`config.mk`:
```
export PLATFORM = sky130hd
export DESIGN_NAME = rf_port_master
export DESIGN_NICKNAME = d
export VERILOG_FILES = /design/src/rtl/rf_pkg.sv /design/src/rtl/rf_port_master.sv
export SDC_FILE = /design/constraint.sdc
export NUM_CORES = 1
export LEC_CHECK = 0
export ABC_AREA = 1
export BUFFER_PORTS_ARGS = -buffer_cell sky130_fd_sc_hd__buf_2
export CORE_MARGIN = 4
export CORE_UTILIZATION = 50
export DETAILED_ROUTE_END_ITERATION = 6
export PLACE_DENSITY = 0.85
export SLEW_MARGIN = 20
export SYNTH_ARGS = -nofsm -noshare
export SYNTH_HDL_FRONTEND = slang
export SYNTH_SLANG_ARGS = --single-unit
export TNS_END_PERCENT = 5
```
`constraint.sdc`:
```
create_clock -name clk -period 2.1 [get_ports clk]
set_input_delay 0.21 -clock clk [delete_from_list [all_inputs] [get_ports clk]]
set_output_delay 0.21 -clock clk [all_outputs]
set_load 0.05 [all_outputs]
```
`src/rtl/rf_pkg.sv`:
```
// rf_pkg: shared definitions for the register-file port master.
//   RF_DATA_W / RF_ADDR_W : register width and index width (32 entries).
//   rf_op_t               : command opcode carried on cmd_op.
//   rf_state_t            : rf_port_master FSM encoding. The copy states only
//                           exist when RF_MASTER_COPY_EN is defined.
`timescale 1ns/1ps

package rf_pkg;

    localparam int RF_DATA_W = 32;
    localparam int RF_ADDR_W = 5;

    typedef enum logic [1:0] {
        RF_OP_READ  = 2'b00,
        RF_OP_WRITE = 2'b01,
        RF_OP_CLEAR = 2'b10,
        RF_OP_COPY  = 2'b11
    } rf_op_t;

    typedef enum logic [2:0] {
        ST_IDLE  = 3'd0,
        ST_RD    = 3'd1,
        ST_WR    = 3'd2,
        ST_CLR   = 3'd3,
        ST_RESP  = 3'd4
`ifdef RF_MASTER_COPY_EN
        ,
        ST_CP_RD = 3'd5,
        ST_CP_WR = 3'd6
`endif
    } rf_state_t;

endpackage

```
`src/rtl/rf_port_master.sv`:
```
// rf_port_master: single command/response initiator that owns the ports of
// the 32-entry 2R/1W register file.
//
// Ports
//   clk, rst            clock; synchronous active-high reset
//   cmd_valid/ready     command handshake; cmd_op selects READ/WRITE/CLEAR/COPY
//   cmd_addr_a/b        read addresses, write target, copy source/destination
//   cmd_data            write data
//   rsp_valid/ready     response handshake, one response per command
//   rsp_data1/2, rsp_err response payload
//   rf_we, rf_write_*   register-file write port
//   rf_read_addr1/2     register-file read indices
//   rf_read_data1/2     register-file combinational read data
//
// Build option: RF_MASTER_COPY_EN enables the COPY operation. Without it a
// COPY command is answered at once with rsp_err=1 and touches nothing.
//
// state    | meaning
// ---------+--------------------------------------------------------------
// ST_IDLE  | cmd_ready=1, waiting for a command
// ST_RD    | drive both read addresses, capture read data
// ST_WR    | single write of cmd_data to addr_a
// ST_CLR   | zero sweep, one entry per cycle, counter 0..31
// ST_CP_RD | copy: read source into hold register
// ST_CP_WR | copy: write hold register to destination
// ST_RESP  | rsp_valid=1 until rsp_ready
`timescale 1ns/1ps

module rf_port_master
    import rf_pkg::*;
#(
    parameter int DATA_W = RF_DATA_W,
    parameter int ADDR_W = RF_ADDR_W
) (
    input  logic              clk,
    input  logic              rst,
    input  logic              cmd_valid,
    output logic              cmd_ready,
    input  logic [1:0]        cmd_op,
    input  logic [ADDR_W-1:0] cmd_addr_a,
    input  logic [ADDR_W-1:0] cmd_addr_b,
    input  logic [DATA_W-1:0] cmd_data,
    output logic              rsp_valid,
    input  logic              rsp_ready,
    output logic [DATA_W-1:0] rsp_data1,
    output logic [DATA_W-1:0] rsp_data2,
    output logic              rsp_err,
    output logic              rf_we,
    output logic [ADDR_W-1:0] rf_write_addr,
    output logic [DATA_W-1:0] rf_write_data,
    output logic [ADDR_W-1:0] rf_read_addr1,
    output logic [ADDR_W-1:0] rf_read_addr2,
    input  logic [DATA_W-1:0] rf_read_data1,
    input  logic [DATA_W-1:0] rf_read_data2
);

    rf_state_t         state;
    rf_state_t         state_nx;
    rf_op_t            op_in;
    logic [ADDR_W-1:0] addr_a_q;
    logic [ADDR_W-1:0] addr_b_q;
    logic [DATA_W-1:0] data_q;
    logic [ADDR_W-1:0] cnt;
    logic [DATA_W-1:0] rsp_data1_q;
    logic [DATA_W-1:0] rsp_data2_q;
    logic              rsp_err_q;
    logic              we_c;
`ifdef RF_MASTER_COPY_EN
    logic [DATA_W-1:0] hold_q;
`endif

    assign op_in = rf_op_t'(cmd_op);

    always_ff @(posedge clk) begin
        if (rst) begin
            state       <= ST_IDLE;
            addr_a_q    <= '0;
            addr_b_q    <= '0;
            data_q      <= '0;
            cnt         <= '0;
            rsp_data1_q <= '0;
            rsp_data2_q <= '0;
            rsp_err_q   <= 1'b0;
`ifdef RF_MASTER_COPY_EN
            hold_q      <= '0;
`endif
        end else begin
            state <= state_nx;
            case (state)
                ST_IDLE: begin
                    if (cmd_valid) begin
                        addr_a_q    <= cmd_addr_a;
                        addr_b_q    <= cmd_addr_b;
                        data_q      <= cmd_data;
                        cnt         <= '0;
                        // Response payload starts at zero; each state fills
                        // in only the fields its operation returns.
                        rsp_data1_q <= '0;
                        rsp_data2_q <= '0;
`ifdef RF_MASTER_COPY_EN
                        rsp_err_q   <= 1'b0;
`else
                        rsp_err_q   <= (op_in == RF_OP_COPY);
`endif
                    end
                end
                ST_RD: begin
                    rsp_data1_q <= rf_read_data1;
                    rsp_data2_q <= rf_read_data2;
                end
                ST_WR: begin
                    rsp_data1_q <= data_q;
                end
                ST_CLR: begin
                    cnt <= cnt + 1'b1;
                end
`ifdef RF_MASTER_COPY_EN
                ST_CP_RD: begin
                    hold_q <= rf_read_data1;
                end
                ST_CP_WR: begin
                    rsp_data1_q <= hold_q;
                end
`endif
                default: ;
            endcase
        end
    end

    always_comb begin
        state_nx      = state;
        cmd_ready     = 1'b0;
        rsp_valid     = 1'b0;
        we_c          = 1'b0;
        rf_write_addr = '0;
        rf_write_data = '0;
        rf_read_addr1 = '0;
        rf_read_addr2 = '0;
        case (state)
            ST_IDLE: begin
                cmd_ready = 1'b1;
                if (cmd_valid) begin
                    case (op_in)
                        RF_OP_READ:  state_nx = ST_RD;
                        RF_OP_WRITE: state_nx = ST_WR;
                        RF_OP_CLEAR: state_nx = ST_CLR;
`ifdef RF_MASTER_COPY_EN
                        RF_OP_COPY:  state_nx = ST_CP_RD;
`else
                        RF_OP_COPY:  state_nx = ST_RESP;
`endif
                        default:     state_nx = ST_IDLE;
                    endcase
                end
            end
            ST_RD: begin
                rf_read_addr1 = addr_a_q;
                rf_read_addr2 = addr_b_q;
                state_nx      = ST_RESP;
            end
            ST_WR: begin
                we_c          = 1'b1;
                rf_write_addr = addr_a_q;
                rf_write_data = data_q;
                state_nx      = ST_RESP;
            end
            ST_CLR: begin
                we_c          = 1'b1;
                rf_write_addr = cnt;
                if (cnt == {ADDR_W{1'b1}}) begin
                    state_nx = ST_RESP;
                end
            end
`ifdef RF_MASTER_COPY_EN
            ST_CP_RD: begin
                rf_read_addr1 = addr_a_q;
                state_nx      = ST_CP_WR;
            end
            ST_CP_WR: begin
                we_c          = 1'b1;
                rf_write_addr = addr_b_q;
                rf_write_data = hold_q;
                state_nx      = ST_RESP;
            end
`endif
            ST_RESP: begin
                rsp_valid = 1'b1;
                if (rsp_ready) begin
                    state_nx = ST_IDLE;
                end
            end
            default: state_nx = ST_IDLE;
        endcase
    end

    // Reset is synchronous, so the state register still shows the old state
    // during the reset cycle; the write strobe must be killed directly.
    assign rf_we     = we_c & ~rst;
    assign rsp_data1 = rsp_data1_q;
    assign rsp_data2 = rsp_data2_q;
    assign rsp_err   = rsp_err_q;

endmodule

```
## Word level (Yosys, flattened, before mapping)

Index checks and enable logic that the tools add are counted.

| operators by class | value |
|---|---|
| add/sub/neg operators | 1 |
| eq/ne operators | 11 |
| reduce and logical (&&, ||, !) cells | 12 |
| bitwise gates (word level) | 2 |
| muxes and demuxes | 17 |

Operator list:

| operator | number |
|---|---|
| $pmux 32 s3 | 1 |
| $mux 32 | 2 |
| $pmux 32 s2 | 1 |
| $pmux 3 s4 | 2 |
| $pmux 5 s2 | 2 |
| $mux 5 | 3 |
| $mux 3 | 3 |
| $reduce_and 2->1 | 4 |
| $eq 3x2->1 const B | 2 |
| $ne 2x2->1 const B | 3 |
| $add 5x1->5 const B | 1 |
| $eq 5x5->1 const B | 1 |
| $eq 2x2->1 const B | 2 |
| $reduce_bool 2->1 | 2 |
| $reduce_or 2->1 | 2 |
| $eq 3x1->1 const B | 1 |
| $eq 3x3->1 const B | 1 |
| $logic_not 3->1 | 1 |
| $mux 1 | 3 |
| $reduce_and 3->1 | 1 |
| $reduce_bool 3->1 | 1 |
| $eq 2x1->1 const B | 1 |
| $logic_not 2->1 | 1 |
| $and 1x1->1 | 1 |
| $not 1->1 | 1 |

| word-level totals | value |
|---|---|
| bits of input ports | 112 |
| flip-flop bits (word level) | 115 |
| output and inout port bits | 115 |

## Depth between registers and ports, before layout

| logic depth | value |
|---|---|
| depth in word-level cells | 4 |
| gate-level depth with buffers | 9 |

## Worst setup path after synthesis

No wires, ideal clock.

| path | value |
|---|---|
| path type | register to output |
| from | register state[1] |
| to | output port rf_write_addr[0] |
| required time | 1.890 ns |
| arrival | 1.733 ns |
| stages on the path, launching flop included | 3 |
| buffers on the path | 0 |
| setup slack | 0.157 ns |
| cells stage by stage | dfxtp_1 nand3_4 o21ai_0 |

| on the way | value |
|---|---|
| cells in the longest elaborated chain, start to end | 2 |

RTL lines:

| element | line | RTL |
|---|---|---|
| from (decl) | rf_port_master.sv:57 | `rf_state_t state;` |
| from (signal assigned) | rf_port_master.sv:88 | `state <= state_nx;` |
| $eq 3x2->1 | rf_port_master.sv:139 | `case (state)` |
| $pmux 5 s2 (*) | rf_port_master.sv:139 |  |
| to (decl) | rf_port_master.sv:49 | `output logic [ADDR_W-1:0] rf_write_addr,` |

Mark *: on every way between the ends. The rest lies on a longest branch, timed or not.

## Final worst setup path

| path | value |
|---|---|
| from | register state[2] |
| to | output port rf_write_data[2] |

| on the way | value |
|---|---|
| cells in the longest elaborated chain, start to end | 2 |

RTL lines:

| element | line | RTL |
|---|---|---|
| $eq 3x2->1 | rf_port_master.sv:139 |  |
| $mux 32 | rf_port_master.sv:139 |  |
| to (decl) | rf_port_master.sv:50 | `output logic [DATA_W-1:0] rf_write_data,` |

No other way between the ends.

==> out/metrics.yaml <==
timing:
  skew_ns: 0.00854
  max_slew_margin: 0.713
  fin_tns_setup_ns: 0
  worst_slack_ns: 0.107
  finalSetupViolCount: 0
  finalHoldViolations: 0
  layout_min_cycle_time_ns: 1.99
  period_share: 0.949
  drv_slew: 0
  max_freq_ghz: 0.502
  holdWs_ns: 0.0229
  worstMarginPinSlew_ns: 0.430
die:
  io_pins: 227
  initial_core_util: 0.522
  die_h_um: 107
  core_um2: 9420
  die_area_um2: 11500
  die_w_um: 107
  rows: 35
power:
  ir_drop_mv: 0.846
  power_density_nw_per_um2: 1510
  p_leak_nw: 3.83
clocking:
  clk_pin_slew_worst_paths_ns: 0.06
  cts-root-buf: "clkbuf_8"
  cts.htree.levels: 4
  clkLatencyLatePin_ns: 0.50
  cts-buffers-inserted: 17
  cts_buffer_depth: 2
  cts.sinks: 115
  cts_tree: "built"
place:
  dp_hpwl_um: 10500
  port-buffer-count: 226
  post-place-ws_ns: 0.433
  routabilityCongestion: 0.846
  dp.cells: 1024
finish:
  final_nets: 1104
  final_core_util: 0.784
  final_cells: 1127
  layout-drive-gt1-share: 0.287
  syn_to_final_growth_pct: 50.2
  final_cell_mix: "213 x buf_2, 210 x nand2_1, 112 x dfxtp_1"
  num_antenna_cells: 0
  final_common_cell: "buf_2"
worst_setup_path:
  rr_endpoint: "rsp_data1[1]"
  crit_path_max_fanout: 32
  r2r_slack_ns: 0.43
  ff2ff_path_depth: 6
  critPathCaptureType: "primary output"
  arrival_ns: 1.78
  startpoint: "state[2]"
  endpoint: "rf_write_data[2]"
  crit_path_start_kind: "register"
  timing.rr.start: "state[2]"
  crit_type: "register to primary output"
  worstPathRequired_ns: 1.89
route:
  drtIter0Drc: 459
  drc: 0
  wl_um: 17700
  vias: 5816
  drtAntennaViolNets: 0
  wl_per_cell_um: 15.7
  via_per_inst: 5.16
  dr.pass1.iters: 5
synthesis:
  ys_types: 27
  netlist_area_um2: 4910
  ys_seq_area_frac: 0.468
  syn_avg_cell_area_um2: 7.02
  synth_largest_area_cell: "dfxtp_1"
  yosysTopAreaCellShare: 0.468
  yosysWarningCount: 0
  synth.area.top_cells: "dfxtp_1 47%, nand2_1 16%, a21oi_1 8.1%"
  netlist_instances: 700
  syn-num-nets: 818
  ys_ff_latch: 115
hold_path:
  worstHoldPathType: "primary input to register"
run_status:
  status: "finished, final reports clean"
grt:
  track_usage: 0.307
  globalRoute.totalOverflow: 0
  grt_max_degree: 39
  grt_pass1_vias: 5933
  antenna_found_initial: 0
  grt_pass1_wl_um: 28200
run:
  drv_cap: 0
-- per-stage QoR --
step	instance area, µm²	total power, mW
5_1_grt	7380	11.8
4_1_cts	7340	11.0
2_1_floorplan	4910	7.23
3_3_place_gp	6080	8.26
3_5_place_dp	6080	8.31
6_report	7380	11.1
-- synthesized netlist by cell type --
master,count
nor2_4,1
nand2_2,4
inv_4,2
buf_2,16
o21ai_1,30
nand3_4,1
inv_2,3
clkbuf_2,1
o22ai_1,1
clkbuf_1,16
o21ai_0,18
nor3_1,1
nand2_1,210
ha_1,6
o21ai_2,1
buf_4,7
a211oi_1,1
nor2_1,85
a21oi_1,80
inv_1,54
buf_6,1
nand3_2,1
nand4_1,1
buf_8,3
dfxtp_1,115
nand2_4,1
nand3_1,40
-- worst max-delay path, stage by stage (launching register included) --
cell and delay (ns):
dfxtp_2 0.34, inv_1 0.16, nand3_4 0.18, clkinv_8 0.18, nand2_1 0.11, inv_1 0.08, clkbuf_4 0.22
-- kinds of logic (layout without fill, tap and decap cells) --
group / Yosys count / in the layout / synth area share
compound gates: 131 / 131 / 0.135
fa+ha+maj: 6 / 6 / 0.0153
buf+inv: 103 / 401 / 0.0978
flops: 115 / 115 / 0.468
simple gates: 345 / 345 / 0.284
-- final cells by class --
type / count / area [µm²]
Clock buffer: 21 / 449
Clock inverter: 10 / 85.1
Fill cell: 618 / 2040
Inverter: 59 / 236
Multi-Input combinational cell: 482 / 2130
Sequential cell: 115 / 2310
Tap cell: 129 / 161
Timing Repair Buffer: 311 / 2010
-- where the power goes --
part	internal (mW)	switching [mW]	total (mW)
Sequential	2.83	0.377	3.21
Clock	1.61	0.988	2.60
Combinational	1.33	4.01	5.34
Total	5.77	5.38	11.1
-- repair_timing --
| item | CTS | global route |
|---|---|---|
| gates resized for setup | 3 | 17 |
| gates cloned | 0 | 0 |
| buffers inserted | 0 | 0 |
| hold buffers | 72 | 0 |
| pin swaps | 0 | 1 |
| setup endpoints to repair | 33 | 37 |
| endpoints found under the hold margin | 72 | 0 |
-- metal layers --
metal	GRT usage	share of wire	routed length, µm	vias to the layer above
li1	-	-	-	2782
met1	0.347	0.39	6870	2660
met2	0.529	0.49	8610	336
met3	0.0993	0.10	1810	38
met4	0.125	0.024	434	0
met5	0	0	0	-
-- how the worst min path moves through the flow --
| stage | start | endpoint | slack [ns] | cells after the start |
|---|---|---|---|---|
| after floorplan | rf_read_data2[0] | rsp_data2[0] | 0.35 | 2 |
| after global placement | addr_b_q[1] | addr_b_q[1] | 0.44 | 2 |
| after detailed placement | addr_b_q[2] | addr_b_q[2] | 0.44 | 2 |
| after CTS | rf_read_data1[5] | rsp_data1[5] | 0.001 | 5 |
| after global routing | cmd_data[10] | data_q[10] | 0.01 | 3 |
| final | rf_read_data1[27] | rsp_data1[27] | 0.02 | 5 |
-- sequential cells by signal, indices dropped and copies added, names as in the netlist --
name,flops
addr_b_q,5
rsp_data2,32
rsp_data1,32
cnt,5
addr_a_q,5
rsp_err,1
data_q,32
state,3
No activity file was read; power rests on OpenSTA's default activity.
